`src/rtl/fetch_pkg.sv`:
```
// Shared definitions for the fetch next-PC path: data width, reset PC and
// the 2-bit branch-history counter encoding with its saturating update.
package fetch_pkg;

    localparam int XLEN = 32;
    localparam logic [XLEN-1:0] RESET_PC_DEFAULT = 32'h0000_0000;

    typedef enum logic [1:0] {
        SNT = 2'b00,
        WNT = 2'b01,
        WT  = 2'b10,
        ST  = 2'b11
    } bht_state_e;

    function automatic logic [1:0] sat_update(input logic [1:0] ctr, input logic taken);
        logic [1:0] res;
        res = ctr;
        if (taken) begin
            if (ctr != ST) res = ctr + 2'd1;
        end else begin
            if (ctr != SNT) res = ctr - 2'd1;
        end
        return res;
    endfunction

endpackage

```
`src/rtl/bht_2bit.sv`:
```
// Branch history table of 2-bit saturating counters: one combinational
// read port (prediction bit) and one synchronous update port.
module bht_2bit
    import fetch_pkg::*;
#(
    parameter int BHT_ENTRIES = 256,
    parameter int IDX_W       = 8
) (
    input  logic             clk,
    input  logic             rst,
    input  logic [IDX_W-1:0] rd_idx,
    output logic             rd_taken,
    input  logic             upd_en,
    input  logic [IDX_W-1:0] upd_idx,
    input  logic             upd_taken
);

    logic [BHT_ENTRIES-1:0] taken_bits;

    // Each counter is its own register so the whole table resets at once.
    for (genvar gi = 0; gi < BHT_ENTRIES; gi++) begin : g_ctr
        logic [1:0] ctr_q;

        always_ff @(posedge clk or posedge rst) begin
            if (rst) begin
                ctr_q <= WNT;
            end else if (upd_en && (upd_idx == IDX_W'(gi))) begin
                ctr_q <= sat_update(ctr_q, upd_taken);
            end
        end

        assign taken_bits[gi] = ctr_q[1];
    end

    assign rd_taken = taken_bits[rd_idx];

endmodule

```
`src/rtl/fetch_pc_ctrl.sv`:
```
// Fetch-stage next-PC generator: owns PC_F, gates BTB hits with the BHT,
// resolves E-stage mispredictions and keeps branch/mispredict counters.
module fetch_pc_ctrl
    import fetch_pkg::*;
#(
    parameter logic [XLEN-1:0] RESET_PC    = RESET_PC_DEFAULT,
    parameter int              BHT_ENTRIES = 256,
    parameter int              IDX_W       = 8
) (
    input  logic            clk,
    input  logic            rst,
    input  logic            stall_F,
    input  logic            btb_hit,
    input  logic [XLEN-1:0] btb_target,
    input  logic            valid_E,
    input  logic            branch_E,
    input  logic            jump_E,
    input  logic            taken_E,
    input  logic [XLEN-1:0] pc_E,
    input  logic [XLEN-1:0] pc_target_E,
    input  logic            pred_taken_E,
    input  logic [XLEN-1:0] pred_target_E,
    output logic [XLEN-1:0] pc_F,
    output logic            pred_taken_F,
    output logic [XLEN-1:0] pred_target_F,
    output logic            flush_D,
    output logic            flush_E,
    output logic [XLEN-1:0] br_count,
    output logic [XLEN-1:0] mp_count
);

    logic [XLEN-1:0] pc_q, pc_d;
    logic [XLEN-1:0] br_count_q, br_count_d;
    logic [XLEN-1:0] mp_count_q, mp_count_d;
    logic [XLEN-1:0] pc_plus4, correct_pc;
    logic            bht_pred, act_taken, mispredict, bht_upd;

    bht_2bit #(
        .BHT_ENTRIES(BHT_ENTRIES),
        .IDX_W      (IDX_W)
    ) u_bht (
        .clk      (clk),
        .rst      (rst),
        .rd_idx   (pc_q[IDX_W+1:2]),
        .rd_taken (bht_pred),
        .upd_en   (bht_upd),
        .upd_idx  (pc_E[IDX_W+1:2]),
        .upd_taken(act_taken)
    );

    always_comb begin
        act_taken  = jump_E | (branch_E & taken_E);
        // A taken prediction on a non-branch (BTB alias) falls out as act_taken=0.
        mispredict = valid_E & ((act_taken != pred_taken_E) |
                                (act_taken & pred_taken_E & (pred_target_E != pc_target_E)));
        bht_upd    = valid_E & (branch_E | jump_E);
        pc_plus4   = pc_q + 32'd4;
        correct_pc = act_taken ? pc_target_E : (pc_E + 32'd4);
    end

    always_comb begin
        pred_taken_F  = ~rst & btb_hit & bht_pred;
        pred_target_F = pred_taken_F ? btb_target : pc_plus4;
        flush_D       = ~rst & mispredict;
        flush_E       = ~rst & mispredict;

        pc_d = pc_plus4;
        if (mispredict) begin
            pc_d = correct_pc;
        end else if (stall_F) begin
            pc_d = pc_q;
        end else if (pred_taken_F) begin
            pc_d = btb_target;
        end
        pc_d[1:0] = 2'b00;

        br_count_d = br_count_q + {31'd0, bht_upd};
        mp_count_d = mp_count_q + {31'd0, mispredict};
    end

    always_ff @(posedge clk or posedge rst) begin
        if (rst) begin
            pc_q       <= RESET_PC;
            br_count_q <= '0;
            mp_count_q <= '0;
        end else begin
            pc_q       <= pc_d;
            br_count_q <= br_count_d;
            mp_count_q <= mp_count_d;
        end
    end

    assign pc_F     = pc_q;
    assign br_count = br_count_q;
    assign mp_count = mp_count_q;

endmodule
```
`config.mk`:
```
export PLATFORM = sky130hd
export DESIGN_NAME = fetch_pc_ctrl
export DESIGN_NICKNAME = d
export VERILOG_FILES = /design/src/rtl/fetch_pkg.sv /design/src/rtl/bht_2bit.sv /design/src/rtl/fetch_pc_ctrl.sv
export SDC_FILE = /design/constraint.sdc
export NUM_CORES = 2
export LEC_CHECK = 0
export CAP_MARGIN = 20
export CORE_MARGIN = 4
export CORE_UTILIZATION = 60
export DETAILED_ROUTE_END_ITERATION = 12
export PLACE_DENSITY_LB_ADDON = 0.12
export SYNTH_ARGS = -nofsm -noshare
export SYNTH_HDL_FRONTEND = slang
export SYNTH_SLANG_ARGS = --single-unit
```
`constraint.sdc`:
```
create_clock -name clk -period 26.3 [get_ports clk]
set_input_delay 2.63 -clock clk [delete_from_list [all_inputs] [get_ports clk]]
set_output_delay 2.63 -clock clk [all_outputs]
set_load 0.03 [all_outputs]
```
## Word-level counts from Yosys, hierarchy flattened

Cells that the tools add are included.

| storage, ports and cells | value |
|---|---|
| word-level logic and storage cells | 3357 |
| bits in registers | 606 |
| input bits | 137 |

| operators by class | value |
|---|---|
| order comparisons | 1 |
| reductions and logical operators | 1025 |
| equality and inequality tests | 770 |
| bitwise gates (word level) | 12 |
| mux-type cells | 774 |
| add/subtract/negate cells | 516 |

Operators with widths:

| kind | number |
|---|---|
| two-way mux 2 bit | 768 |
| == test 8 bit, second input constant | 128 |
| nonzero test 2 bit | 512 |
| AND reduction 3 bit | 256 |
| inequality test 2 x 1 -> 1 bit, second input constant | 257 |
| adder 2 x 1 -> 2 bit, second input constant | 256 |
| == test 8 x 7 -> 1 bit, second input constant | 64 |
| inequality test 2 bit, second input constant | 256 |
| subtractor 2 x 1 -> 2 bit, second input constant | 256 |
| == test 8 x 6 -> 1 bit, second input constant | 32 |
| logical AND 1 bit | 256 |
| == test 8 x 5 -> 1 bit, second input constant | 16 |
| two-way mux 32 bit | 4 |
| adder 32 x 1 -> 32 bit | 2 |
| adder 32 x 3 -> 32 bit, second input constant | 2 |
| == test 8 x 4 -> 1 bit, second input constant | 8 |
| == test 8 x 3 -> 1 bit, second input constant | 4 |
| inequality test 32 bit | 1 |
| == test 8 x 2 -> 1 bit, second input constant | 2 |
| < comparator 8 x 9 -> 1 bit, second input constant | 1 |
| bitwise AND 1 bit | 8 |
| binary-select mux 1 bit (select 8 bit) | 1 |
| == test 8 x 1 -> 1 bit, second input constant | 1 |
| zero test 8 bit | 1 |
| other kinds (4) | 6 |

## Longest topological paths before layout

| depth | value |
|---|---|
| depth in word-level cells | 7 |
| mapped depth | 20 |

## By module

Synthesis repeated with hierarchy kept, for this count alone.

| second synthesis, totals | value |
|---|---|
| cells, all modules | 3869 |
| area total of the unflattened synthesis | 34474.3 µm² |

Modules (own cells, without submodules):

| module | cells an instance | area an instance (µm²) | seq. area each (µm²) | times used |
|---|---|---|---|---|
| bht_2bit | 3146 | 27939.3 | 13132.6 | 1 |
| fetch_pc_ctrl | 723 | 6535.0 | 2352.3 | 1 |

## Least setup slack after synthesis

OpenSTA, ideal clock, no wires.

| path | value |
|---|---|
| path type | in2out |
| start | input rst |
| end | output pred_target_F[18] |
| arrival | 16753 ps |
| stages on the path | 7 |
| setup slack | 6917 ps |
| cell sequence | inv_1 nand3_1 a211oi_1 a21oi_4 buf_12 buf_12 a21oi_1 |

| between the ends | value |
|---|---|
| word-level cells in the longest chain between the ends | 4 |

RTL lines:

| what | line | source |
|---|---|---|
| from (decl) | fetch_pc_ctrl.sv:11 | `input logic rst,` |
| inverter 1 bit | fetch_pc_ctrl.sv:62 | `pred_taken_F = ~rst & btb_hit & bht_pred;` |
| bitwise AND 1 bit (2 in series) | fetch_pc_ctrl.sv:62 |  |
| two-way mux 32 bit | fetch_pc_ctrl.sv:63 | `pred_target_F = pred_taken_F ? btb_target : pc_plus4;` |
| to (decl) | fetch_pc_ctrl.sv:25 | `output logic [XLEN-1:0] pred_target_F,` |

Every way passes these cells.

## Worst setup path in the final report

| path | value |
|---|---|
| start | register pc_q[3], in the netlist pc_F[3] |
| end | output pred_target_F[30] |

| between the ends | value |
|---|---|
| word-level cells in the longest chain between the ends | 4 |
| elaborated cells on any way between the ends | 5 |
| classes of those cells | 1 x add/sub; 3 x mux; 1 x bitwise |

RTL lines:

| what | line | source |
|---|---|---|
| from (decl) | fetch_pc_ctrl.sv:32 | `logic [XLEN-1:0] pc_q, pc_d;` |
| from (signal assigned) | fetch_pc_ctrl.sv:87 | `pc_q <= pc_d;` |
| binary-select mux 1 bit (select 8 bit) | bht_2bit.sv:35 | `assign rd_taken = taken_bits[rd_idx];` |
| two-way mux 1 bit (not written as such) | bht_2bit.sv:35 |  |
| bitwise AND 1 bit | fetch_pc_ctrl.sv:62 |  |
| two-way mux 32 bit (*) | fetch_pc_ctrl.sv:63 |  |

Mark *: on every way between the ends. The rest lies on a longest branch, timed or not. The select of a mux whose other input is x is not followed.

==> results.ini <==
[status]
status=finished clean

[placed_design]
place_congestion=0.872
io_buffers=263
hpwlAfterDp_mm=67.3
dp_slack_ns=17.51

[synth]
netlist.top_cell.by_area=dfrtp_1
synth_flop_cell=dfrtp_1
yosys_warnings=0
synthMostInstantiatedCell=nor2_1
async_flop_share_pct=100
syn_area_um2=34400
synth_common_cells=nor2_1, a21oi_1, nand2_1
ys_types=63
synth_area_leaders=dfrtp_1, dfstp_2, a21oi_1, nor2_1, nand2_1
synthCells=3873
seq_area_frac_synth_pct=45.0
ys_ff_latch=606
synth_edf_count=0
synth_top_area_share_pct=25.4
synth.avg_cell_area_um2=8.89

[sta]
slew_violations=0
period_share_pct=33.6
layout_setup_ws_ns=17.46
grt_setup_unrepaired=no
max_clock_freq_ghz=0.113
hold-worst-slack_ns=0.478
finalSetupViolCount=0
setup_tns_ns=0
hold_viol=0
relSlewSlack_pct=10.1
worst_pin_slew_ns=1.35
skew_ns=0.0231
timing.final.crit_period_ns=8.84

[grt]
grt_max_degree=259
grt_pass1_wl_mm=159
grt_overflow=0
grt_antenna_before_repair=8
grtUsageTotal_pct=33.1
grt_pass1_vias=28100

[power]
seqPwrFrac_pct=41.0
swShare_pct=30.4
clkPwrFrac_pct=39.7
power_w=0.00253
p_int_w=0.00176
leakage_nw=15.4
pwr-share-comb_pct=19.3
p_switching_w=0.000768
p_per_area_nw_per_um2=63.5
ir_drop_mv=0.0548

[setup_path]
endpoint_kind=primary output
r2r-end=pc_F[27]$_DFFE_PP0P_
rr_startpoint=pc_F[3]$_DFFE_PP0P_
critPathRequiredTime_ns=23.67
path_max_fanout=38
crit_arrival_ns=6.21
r2r_slack_ns=21.00
critPathKind=flop to primary output
reg2reg_depth=10
start_kind=flop

[job]
drv_cap=0

[floorplanning]
initial_core_util_pct=60.8
fp.dieH_um=248
die_w_um=248
die_area_um2=61300
placementRows=87
core_area_um2=56600
io_pins=268

[route]
detail-route-antenna-nets=0
first_pass_iters=6
routed_wl_mm=104
wl_per_cell_um=21.6
vias=30700
vias_per_cell=6.34
drtIter0Drc=3259
drc_errors=0

[clocking]
clk_latency_ns=0.62
h-tree-depth=3
postCtsHoldBufs=0
cts_setup_buffers=0
clock-sinks=606
clockBufferDepth=3
tritoncts=done
numCtsBuffers=67
clkTransAtPathRegs_ns=0.06
cts_resized=0
root_buffer=clkbuf_16

[finish]
fillers=4313
area_delta_synth_final_pct=15.6
drive_gt1_share_pct=16.1
fin_nets=4173
fin_util_pct=70.3

[hold_path]
worstHoldStart=u_bht.g_ctr[19].ctr_q[0]$_DFFE_PP1P_
hp-class=flop to flop
hold_depth=2
hold_path_end=u_bht.g_ctr[19].ctr_q[0]$_DFFE_PP1P_

[through the flow]
step                instance area (um2)  std cells
floorplan                         34400       3874
global placement                  37400       4711
detailed placement                37400       4711
CTS                               39700       4835
global route                      39800       4842
finish                            39800       4845
[layout make-up]
class                   instances  area [um2]  area share (%)
flip-flops and latches        606       15500            38.9
multi-input cells            3020       17900            44.9
inverters                      24         105           0.264
clock inverters                22         347           0.871
well taps                     756         946            2.38
diodes                          8        20.0          0.0503
repair buffers                307        3010            7.57
clock buffers                 102        1980            4.98
[power groups by stage]
stage	Sequential [W]	Combinational, W	Clock (W)
2_1_floorplan	0.00105	0.000281	0
3_3_place_gp	0.00105	0.000479	0
3_5_place_dp	0.00105	0.000483	0
4_1_cts	0.00103	0.000485	0.00102
5_1_grt	0.00104	0.000514	0.00105
6_report	0.00103	0.000488	0.00100
[logic make-up after synthesis]
kind of cell / share of synthesized area (%)
compound gates: 20.9
xor+xnor: 3.59
fa+ha+maj: 0.364
buf+inv: 3.21
flops: 45.0
mux: 8.32
other cells: 0.0109
simple gates: 18.7
[worst max path at each step]
stage | start | to | cells past startpoint
5_1_grt | rst | pred_target_F[12] | 8
6_report | pc_F[3]$_DFFE_PP0P_ | pred_target_F[30] | 11
4_1_cts | rst | pred_target_F[3] | 8
2_1_floorplan | rst | pred_target_F[18] | 7
3_5_place_dp | rst | pred_target_F[3] | 8
3_3_place_gp | rst | pred_target_F[3] | 8
[layer usage]
metal | track usage [%] | part of all wire, % | wire, um | vias up
li1 | - | - | - | 14300
met3 | 7.35 | 8.6 | 9030 | 274
met1 | 43.8 | 40 | 42200 | 14900
met2 | 51.0 | 45 | 47400 | 1241
met5 | 0 | 0 | 0 | -
met4 | 18.2 | 5.6 | 5850 | 0
[worst max-delay path: stages, from the launching register on]
cell and delay [ns]:
dfrtp_4 0.81, buf_4 0.74, mux4_2 0.61, o22ai_1 0.21, nor3_1 0.12, nor4_1 0.87, a211oi_1 0.28, a21oi_4 0.18
buf_4 0.49, mux2i_1 0.45, inv_1 0.08, clkdlybuf4s50_1 0.62
[state kept, by name, summed over array words and instances, names as in the netlist]
signal / count
br_count: 32
pc_F: 30
u_bht.g_ctr.ctr_q: 512
mp_count: 32
[placed cells by master (no fill, tap or decap), drive strengths merged, types with 10 or more instances in the layout]
master / instances
clkdlybuf4s50: 263
dfstp: 256
a211o: 14
nor3: 31
nand4: 38
nand2: 485
clkbuf: 102
clkinv: 12
xor2: 26
a21o: 13
nand3: 235
dfrtp: 350
inv: 25
xnor2: 115
a211oi: 16
a31oi: 11
mux4: 58
o21ai: 235
o211ai: 109
ha: 10
o221a: 145
o41ai: 10
buf: 44
nor2b: 15
a21oi: 550
mux2i: 109
nor2: 637
nand2b: 14
mux2: 36
and3: 35
Power figures use the tool's default switching activity.
